File: config.mk
export PLATFORM = sky130hd
export DESIGN_NAME = rr_arbiter_4
export DESIGN_NICKNAME = d
export VERILOG_FILES = /design/src/rtl/rr_arbiter_4_pkg.sv /design/src/rtl/rr_arbiter_4_pick.sv /design/src/rtl/rr_arbiter_4.sv
export SDC_FILE = /design/constraint.sdc
export NUM_CORES = 1
export LEC_CHECK = 0
export ABC_AREA = 1
export CORE_AREA = 4 4 42 44
export CTS_CLUSTER_DIAMETER = 100
export DETAILED_ROUTE_END_ITERATION = 10
export DIE_AREA = 0 0 46 48
export GPL_TIMING_DRIVEN = 0
export PLACE_DENSITY = 0.84
export SLEW_MARGIN = 5
export SYNTH_ARGS = -nofsm -noshare
export SYNTH_HDL_FRONTEND = slang
export SYNTH_SLANG_ARGS = --single-unit
File: constraint.sdc
create_clock -name clk_i -period 4.85 [get_ports clk_i]
set_input_delay 0.7275 -clock clk_i [delete_from_list [all_inputs] [get_ports clk_i]]
set_output_delay 0.7275 -clock clk_i [all_outputs]
set_load 0.05 [all_outputs]
File: src/rtl/rr_arbiter_4_pkg.sv
// Shared definitions for the four-requester round-robin arbiter.
// Package rr_arb_defs: requester count, FSM encodings and the default
// hold limit. The default hold limit is also used by the encoder bench.
package rr_arb_defs;

    localparam int unsigned N_REQ = 4;
    localparam int unsigned PTR_W = 2;

    // Hold limit applied when the build enables the timeout feature.
    localparam int unsigned DEFAULT_TIMEOUT_CYCLES = 16;

    typedef enum logic {
        ST_IDLE  = 1'b0,
        ST_GRANT = 1'b1
    } state_e;

    // True when v is zero or has exactly one bit set. These are the only
    // codes the downstream encoder is allowed to see.
    function automatic logic is_onehot0(input logic [N_REQ-1:0] v);
        return (v & (v - 1'b1)) == '0;
    endfunction

endpackage

File: src/rtl/rr_arbiter_4_pick.sv
// rr_pick: combinational round-robin selector.
// The request vector is rotated so that the pointer position sits at bit 0.
// The lowest set bit is then chosen, and the chosen index is rotated back
// into absolute requester numbering.
module rr_pick
    import rr_arb_defs::*;
(
    input  logic [N_REQ-1:0] req_i,
    input  logic [PTR_W-1:0] ptr_i,
    output logic [N_REQ-1:0] pick_onehot_o,
    output logic [PTR_W-1:0] pick_idx_o
);

    logic [2*N_REQ-1:0] req_dbl;
    logic [N_REQ-1:0]   req_rot;
    logic [PTR_W-1:0]   rel_idx;

    // Rotate, then scan downward so the lowest set bit wins, then rotate back.
    always_comb begin
        req_dbl = {req_i, req_i};
        req_rot = req_dbl[ptr_i +: N_REQ];
        rel_idx = '0;
        for (int i = N_REQ - 1; i >= 0; i--) begin
            if (req_rot[i]) begin
                rel_idx = PTR_W'(i);
            end
        end
        pick_idx_o    = rel_idx + ptr_i;
        pick_onehot_o = (|req_i) ? (N_REQ'(1) << pick_idx_o) : '0;
    end

endmodule

File: src/rtl/rr_arbiter_4.sv
// rr_arbiter_4: four-requester round-robin arbiter with a registered
// one-hot grant that feeds a 4-to-2 one-hot encoder.
// Optional feature macro: RR_TIMEOUT_EN. When it is defined, a grant is
// force-released after TIMEOUT_CYCLES cycles and timeout_o pulses. When it
// is undefined, there is no hold counter and timeout_o is tied low.
//
// Handshake: a requester holds req_i[i] high for as long as it wants
// service. grant_o[i] is raised one cycle after the arbiter selects it.
// grant_o is held until release_i or a drop of req_i[i], and falls on the
// following edge. At least one all-zero grant cycle separates consecutive
// grants, so the encoder never sees two bits set.
module rr_arbiter_4
    import rr_arb_defs::*;
#(
    parameter int unsigned TIMEOUT_CYCLES = DEFAULT_TIMEOUT_CYCLES,
    parameter int unsigned CNT_W          = 8
) (
    input  logic             clk_i,
    input  logic             rst_ni,
    input  logic [N_REQ-1:0] req_i,
    input  logic             release_i,
    output logic [N_REQ-1:0] grant_o,
    output logic             grant_valid_o,
    output logic             timeout_o,
    output state_e           dbg_state_o,
    output logic [PTR_W-1:0] dbg_ptr_o
);

    state_e           state_q, state_d;
    logic [PTR_W-1:0] ptr_q, ptr_d;
    logic [PTR_W-1:0] idx_q, idx_d;
    logic [N_REQ-1:0] grant_q, grant_d;
    logic             grant_valid_q, grant_valid_d;
    logic             timeout_q, timeout_d;

    logic [N_REQ-1:0] pick_onehot;
    logic [PTR_W-1:0] pick_idx;
    logic             exit_normal;
    logic             exit_force;

    rr_pick u_pick (
        .req_i         (req_i),
        .ptr_i         (ptr_q),
        .pick_onehot_o (pick_onehot),
        .pick_idx_o    (pick_idx)
    );

    // A normal exit happens when the holder releases or stops requesting.
    assign exit_normal = (state_q == ST_GRANT) && (release_i || !req_i[idx_q]);

`ifdef RR_TIMEOUT_EN
    localparam logic [CNT_W-1:0] CNT_LAST = CNT_W'(TIMEOUT_CYCLES - 1);

    logic [CNT_W-1:0] cnt_q, cnt_d;

    // Hold counter: cleared while idle, so it starts at zero on each grant.
    always_comb begin
        cnt_d = '0;
        if (state_q == ST_GRANT) begin
            cnt_d = cnt_q + CNT_W'(1);
        end
    end

    // Hold counter register.
    always_ff @(posedge clk_i or negedge rst_ni) begin
        if (!rst_ni) begin
            cnt_q <= '0;
        end else begin
            cnt_q <= cnt_d;
        end
    end

    assign exit_force = (state_q == ST_GRANT) && (cnt_q == CNT_LAST);
`else
    // Without the timeout feature the sizing parameters have no effect.
    logic unused_cfg;
    assign unused_cfg = ^{TIMEOUT_CYCLES, CNT_W};
    assign exit_force = 1'b0;
`endif

    // State register: FSM state, priority pointer and index of the holder.
    always_ff @(posedge clk_i or negedge rst_ni) begin
        if (!rst_ni) begin
            state_q <= ST_IDLE;
            ptr_q   <= '0;
            idx_q   <= '0;
        end else begin
            state_q <= state_d;
            ptr_q   <= ptr_d;
            idx_q   <= idx_d;
        end
    end

    // Next-state logic. On an exit, the served requester drops to lowest priority.
    always_comb begin
        state_d = state_q;
        ptr_d   = ptr_q;
        idx_d   = idx_q;
        case (state_q)
            ST_IDLE: begin
                if (|req_i) begin
                    state_d = ST_GRANT;
                    idx_d   = pick_idx;
                end
            end
            ST_GRANT: begin
                if (exit_normal || exit_force) begin
                    state_d = ST_IDLE;
                    ptr_d   = idx_q + PTR_W'(1);
                end
            end
            default: begin
                state_d = ST_IDLE;
            end
        endcase
    end

    // Output logic: next values for the registered grant and timeout outputs.
    always_comb begin
        grant_d   = grant_q;
        timeout_d = 1'b0;
        case (state_q)
            ST_IDLE: begin
                grant_d = pick_onehot;
            end
            ST_GRANT: begin
                if (exit_normal || exit_force) begin
                    grant_d   = '0;
                    timeout_d = exit_force && !exit_normal;
                end
            end
            default: begin
                grant_d = '0;
            end
        endcase
        grant_valid_d = |grant_d;
    end

    // Output registers. There is no combinational path from req_i to grant_o.
    always_ff @(posedge clk_i or negedge rst_ni) begin
        if (!rst_ni) begin
            grant_q       <= '0;
            grant_valid_q <= 1'b0;
            timeout_q     <= 1'b0;
        end else begin
            grant_q       <= grant_d;
            grant_valid_q <= grant_valid_d;
            timeout_q     <= timeout_d;
        end
    end

    assign grant_o       = grant_q;
    assign grant_valid_o = grant_valid_q;
    assign timeout_o     = timeout_q;
    assign dbg_state_o   = state_q;
    assign dbg_ptr_o     = ptr_q;

endmodule

Word level (Yosys, flattened, before mapping)
Cells that the tools add are included.
{ "classes": {"addsub": 2, "shifts": 2, "n_div": 0, "reduce_logical": 7, "magnitude_cmp": 1, "n_bitwise": 1, "n_eq_ne": 0, "n_mul": 0, "mux": 12} }
{ "op_table": {"columns": ["operator", "count"], "rows": [
  ["$mux W2", 4],
  ["$mux W4", 2],
  ["$pmux W4 S2", 1],
  ["$reduce_or A4 Y1", 2],
  ["$shiftx A8 B3 Y4", 1],
  ["$reduce_and A2 Y1", 2],
  ["$shl A1 B2 Y4 const A", 1],
  ["$lt A2 B3 Y1 const B", 1],
  ["$mux W1", 3],
  ["$add A2 B1 Y2 const B", 1],
  ["$add A2 B2 Y2", 1],
  ["$bmux W1 S2", 1],
  ["$pmux W1 S2", 1],
  ["$logic_and A1 B1 Y1", 1],
  ["$logic_not A1 Y1", 1],
  ["$logic_or A1 B1 Y1", 1],
  ["$not A1 Y1", 1]
]} }
{ "totals": {"ram_bits": 0, "n_memories": 0, "wordCells": 30, "out_inout_bits": 9, "latchBits": 0, "romBits": 0, "in_bits": 7, "register_bits": 10} }

Depth between registers and ports, before layout
{ "depth": {"word_depth": 10, "depth_mapped": 15, "depth_no_buf": 15} }

Cells and area by module
A second synthesis with hierarchy kept.
{ "hier_totals": {"hier_cells": 100, "hier_area_um2": 684.4} }
{ "by_module_without_submodules": {"columns": ["mod", "seq_area_each_um2", "area_per_inst_um2", "cells_each", "instances"], "rows": [
  ["rr_arbiter_4", 250.2, 462.9, 56, 1],
  ["rr_pick", 0.0, 221.5, 44, 1]
]} }

Least setup slack after synthesis
OpenSTA, ideal clock, no wires.
{ "synth_timing": {"path_type": "register to register", "startpoint": "register ptr_q[0] (netlist: dbg_ptr_o[0])", "endpoint": "register grant_valid_q (netlist: grant_valid_o)", "stages_incl_launch_ff": 16, "setup_time_ns": 0.117, "period_less_slack_ns": 2.304, "setup_slack_ns": 2.546, "n_path_buf": 0, "arrival_ns": 2.186, "cell_sequence": "dfrtp_1 -> inv_2 -> nand2_1 -> nand3_1 -> nand2_1 -> nand3_1 -> a21boi_0 -> ha_1 -> xor2_1 -> inv_1 -> nand3_2 -> nand2_4 -> nand2_2 -> nand2_2 -> nor2_2 -> nand2_1"} }
{ "synth_via": {"elab_chain_cells": 10} }
{ "synth_rtl": {"columns": ["element", "line_no", "rtl"], "rows": [
  ["from (decl)", "rr_arbiter_4.sv:30", "logic [PTR_W-1:0] ptr_q, ptr_d;"],
  ["from (signal assigned)", "rr_arbiter_4.sv:89", "ptr_q <= ptr_d;"],
  ["$shiftx A8 B3 Y4", "rr_arbiter_4_pick.sv:21", "req_rot = req_dbl[ptr_i +: N_REQ];"],
  ["$mux W2 (4 in series)", "rr_arbiter_4_pick.sv:24", "if (req_rot[i]) begin"],
  ["$add A2 B2 Y2 (*)", "rr_arbiter_4_pick.sv:28", "pick_idx_o = rel_idx + ptr_i;"],
  ["$shl A1 B2 Y4 (*)", "rr_arbiter_4_pick.sv:29", "pick_onehot_o = (|req_i) ? (N_REQ'(1) << pick_idx_o) : '0;"],
  ["$mux W4 (*)", "rr_arbiter_4_pick.sv:29", null],
  ["$pmux W4 S2 (*)", "rr_arbiter_4.sv:122", "case (state_q)"],
  ["via grant_d[3]", "rr_arbiter_4.sv:32", "logic [N_REQ-1:0] grant_q, grant_d;"],
  ["$reduce_or A4 Y1 (*)", "rr_arbiter_4.sv:136", "grant_valid_d = |grant_d;"],
  ["via grant_valid_d", "rr_arbiter_4.sv:33", "logic grant_valid_q, grant_valid_d;"],
  ["to (signal assigned)", "rr_arbiter_4.sv:147", "grant_valid_q <= grant_valid_d;"],
  ["to (decl)", "rr_arbiter_4.sv:33", null]
]} }
The timed path passes the listed nets; every way through them passes the cells marked *.
A chain may end at the register's enable or synchronous reset.

Worst setup path in the final report
{ "layout_timing": {"startpoint": "input port req_i[2]", "endpoint": "register grant_valid_q (netlist: grant_valid_o)"} }
{ "layout_via": {"elab_chain_cells": 10} }
{ "layout_rtl": {"columns": ["element", "line_no", "rtl"], "rows": [
  ["from (decl)", "rr_arbiter_4.sv:20", "input logic [N_REQ-1:0] req_i,"],
  ["$shiftx A8 B3 Y4", "rr_arbiter_4_pick.sv:21", null],
  ["$mux W2 (4 in series)", "rr_arbiter_4_pick.sv:24", null],
  ["$add A2 B2 Y2", "rr_arbiter_4_pick.sv:28", null],
  ["$shl A1 B2 Y4", "rr_arbiter_4_pick.sv:29", null],
  ["$mux W4", "rr_arbiter_4_pick.sv:29", null],
  ["$pmux W4 S2 (*)", "rr_arbiter_4.sv:122", null],
  ["via grant_d[3]", "rr_arbiter_4.sv:32", null],
  ["$reduce_or A4 Y1 (*)", "rr_arbiter_4.sv:136", null],
  ["via grant_valid_d", "rr_arbiter_4.sv:33", null]
]} }
The timed path passes the listed nets; every way through them passes the cells marked *. The select of a mux whose other input is x is not followed.

==> flow_summary.ini <==
[timing]
setup_viol = 0
maxSlewHeadroom = 0.664
tns_ps = 0
finalCritPeriodShare = 0.537
hold_viol = 0
fin_crit_ps = 2600
rsz0062_at_grt = false
fin_skew_ps = 4.47
worstMarginPinSlew_ps = 503
drv_slew = 0
hold_slack_ps = 554
maxClockFrequency_mhz = 384

[pwr]
combPwrFrac = 0.672
pwr-share-seq = 0.221
peakVddDrop_v = 0.000375
p_sw_frac = 0.529
clkPwrFrac = 0.107
leakagePower_nw = 0.445
p_int_uw = 334
p_sw_uw = 374
power.density_nw_per_um2 = 809

[setup_path]
reg2reg_from = dbg_ptr_o[0]
cp_max_fo = 4
crit_chain = clkdlybuf4s50_1 > nand2_1 > nand3_1 > nand2_1 > nand3_1 > a21boi_0 > ha_1 > xor2_1 > inv_1 > nand3_2 > nand2_4 > nand2_2 > nand2_2 > nor2_2 > nand2_1
rr_worst_depth = 15
max_stage_delay_ps = 470
rrSetupSlack_ps = 2620
worstPathArrival_ps = 2760
crit_top_cell = nand2_1
r2r_end = grant_valid_o
end_kind = register
startpoint_type = input port
cp_data_required_time_ps = 5010
worstSetupPathType = in2reg
slowest_stage = clkdlybuf4s50_1

[detailed_routing]
drc = 0
vias_per_cell = 5.01
vias = 626
ant_nets = 0
first_iter_violations = 5
wl_um = 1390
wl_per_cell_um = 11.1
first_pass_iters = 2

[logic_synthesis]
ys_async_sr_fraction = 1.00
syn_area_um2 = 678
seq_area_frac_synth = 0.369
ys.flop_type = dfrtp_1
syn_nets = 99
synth_warnings = 0
synth_cells = 91
synth.distinct_cells = 23
synth_area_per_cell_um2 = 7.45
ys_ff_latch = 10
synth_edf_count = 0

[clock_tree]
clk_path_buf_depth = 2
clk_pin_slew_ps = 60
h-tree-depth = 1
cts_buffers = 3
cts.sinks = 10
cts-root-buf = clkbuf_4
post_cts_buffers = 0
cts_resized = 0
hold_buffers = 0
cts_tree = yes
clk_latency_ps = 270

[global_routing]
grt_pass1_vias = 603
grt_first_pass_wirelength_um = 2310
overflow = 0
grt_max_degree = 11
track_usage = 0.147
antenna_found_initial = 0

[placed_design]
placed_area_um2 = 838
hpwl_um = 1110
portBuffers = 14
place_congestion = 0.791

[floorplan]
core_um2 = 1440
initial_core_util = 0.472
io-pin-count = 16
die_h_um = 48
rows = 14
die_x_um = 46
die_area_um2 = 2210

[finish]
nNetsFinal = 118
diodes = 0
drive_above_1_share = 0.211
finalInstanceArea_um2 = 875
areaGrowthSynthToFinish_pct = 29.0

[worst_hold_path]
whs_endpoint = grant_o[2]
min_path_cells = 2
hp-start = grant_o[2]
min_path_type = reg2reg

[status]
status = complete, no violations

[flow_run]
cap_violations = 0
-- worst max-delay path by stage --
| stage | from | to | slack (ps) |
|---|---|---|---|
| after floorplan | dbg_ptr_o[0] | grant_valid_o | 2550 |
| after CTS | req_i[3] | grant_valid_o | 2230 |
| after global routing | req_i[3] | grant_valid_o | 2060 |
| after global placement | req_i[3] | grant_valid_o | 1990 |
| after detailed placement | req_i[3] | grant_valid_o | 1950 |
| final | req_i[2] | grant_valid_o | 2250 |
-- synthesized netlist by cell type, drive strengths merged, types with 2 or more instances --
master / instances / share of area
a21oi: 2 / 0.015
buf: 2 / 0.028
dfrtp: 10 / 0.37
inv: 11 / 0.061
nand2: 31 / 0.22
nand3: 16 / 0.14
nor2: 5 / 0.031
o21ai: 7 / 0.057
-- state kept, by name, summed over array words and instances, names as in the netlist --
register / cells
grant_o: 4
dbg_ptr_o: 2
idx_q: 2
dbg_state_o: 1
grant_valid_o: 1
-- layout make-up --
class / instances / area [µm²]
inverter: 12 / 46.3
tap: 16 / 20.0
clock buffer: 4 / 36.3
timing repair buffer: 14 / 140
buffer: 2 / 18.8
fill: 150 / 562
multi-input combinational: 67 / 363
sequential: 10 / 250
-- per-layer routing --
metal | wire [µm] | share of wire | vias up | global-route usage
met4 | 31 | 0.022 | 0 | 0.0852
li1 | - | - | 323 | -
met1 | 671 | 0.48 | 283 | 0.183
met5 | 0 | 0 | - | 0
met2 | 646 | 0.46 | 16 | 0.242
met3 | 44 | 0.032 | 4 | 0.0226
-- cells in the final DEF, fill, tap and decap left out, types with 2 or more instances in the layout --
| cell type | n |
|---|---|
| clkbuf_4 | 3 |
| inv_1 | 10 |
| nand2_4 | 2 |
| nor2_1 | 4 |
| a21oi_1 | 2 |
| clkdlybuf4s50_1 | 14 |
| nand2_1 | 21 |
| o21ai_0 | 5 |
| nand2_2 | 8 |
| dfrtp_1 | 10 |
| nand3_2 | 3 |
| nand3_1 | 13 |
-- kinds of logic (layout without fill, tap and decap cells) --
group | after synthesis | after routing | share of synthesized area
and+or+nand+nor | 53 | 53 | 0.402
buffers and inverters | 14 | 32 | 0.0959
DFF | 10 | 10 | 0.369
other | 1 | 1 | 0.00553
adders and majority gates | 1 | 1 | 0.0184
xor gates and xnor gates | 2 | 2 | 0.0258
AOI/OAI and AO/OA | 10 | 10 | 0.0830
-- power groups by stage --
stage	combinational (mW)	sequential (mW)	clock [mW]
final	0.475	0.157	0.0756
after global placement	0.468	0.156	0
after detailed placement	0.480	0.158	0
after CTS	0.482	0.157	0.0786
after floorplan	0.291	0.236	0
after global routing	0.524	0.164	0.0812
-- stage by stage --
step,utilization,power (mW),worst slack [ps],instances
2_1_floorplan,-,0.527,2550,91
3_3_place_gp,0.584,0.625,1990,121
3_5_place_dp,0.584,0.638,1950,121
4_1_cts,0.609,0.717,2230,125
5_1_grt,0.609,0.769,2060,125
6_report,0.609,0.708,2250,125
-- critical path, delay by kind of cell --
family | cells | cell delay, ps
adder cells (fa/ha/maj) | 1 | 190
buffers and inverters | 2 | 560
AND/OR/NAND/NOR | 10 | 810
XOR/XNOR | 1 | 290
AO/OA/AOI/OAI | 1 | 180
Note: power is estimated with default switching activity, not from simulation.
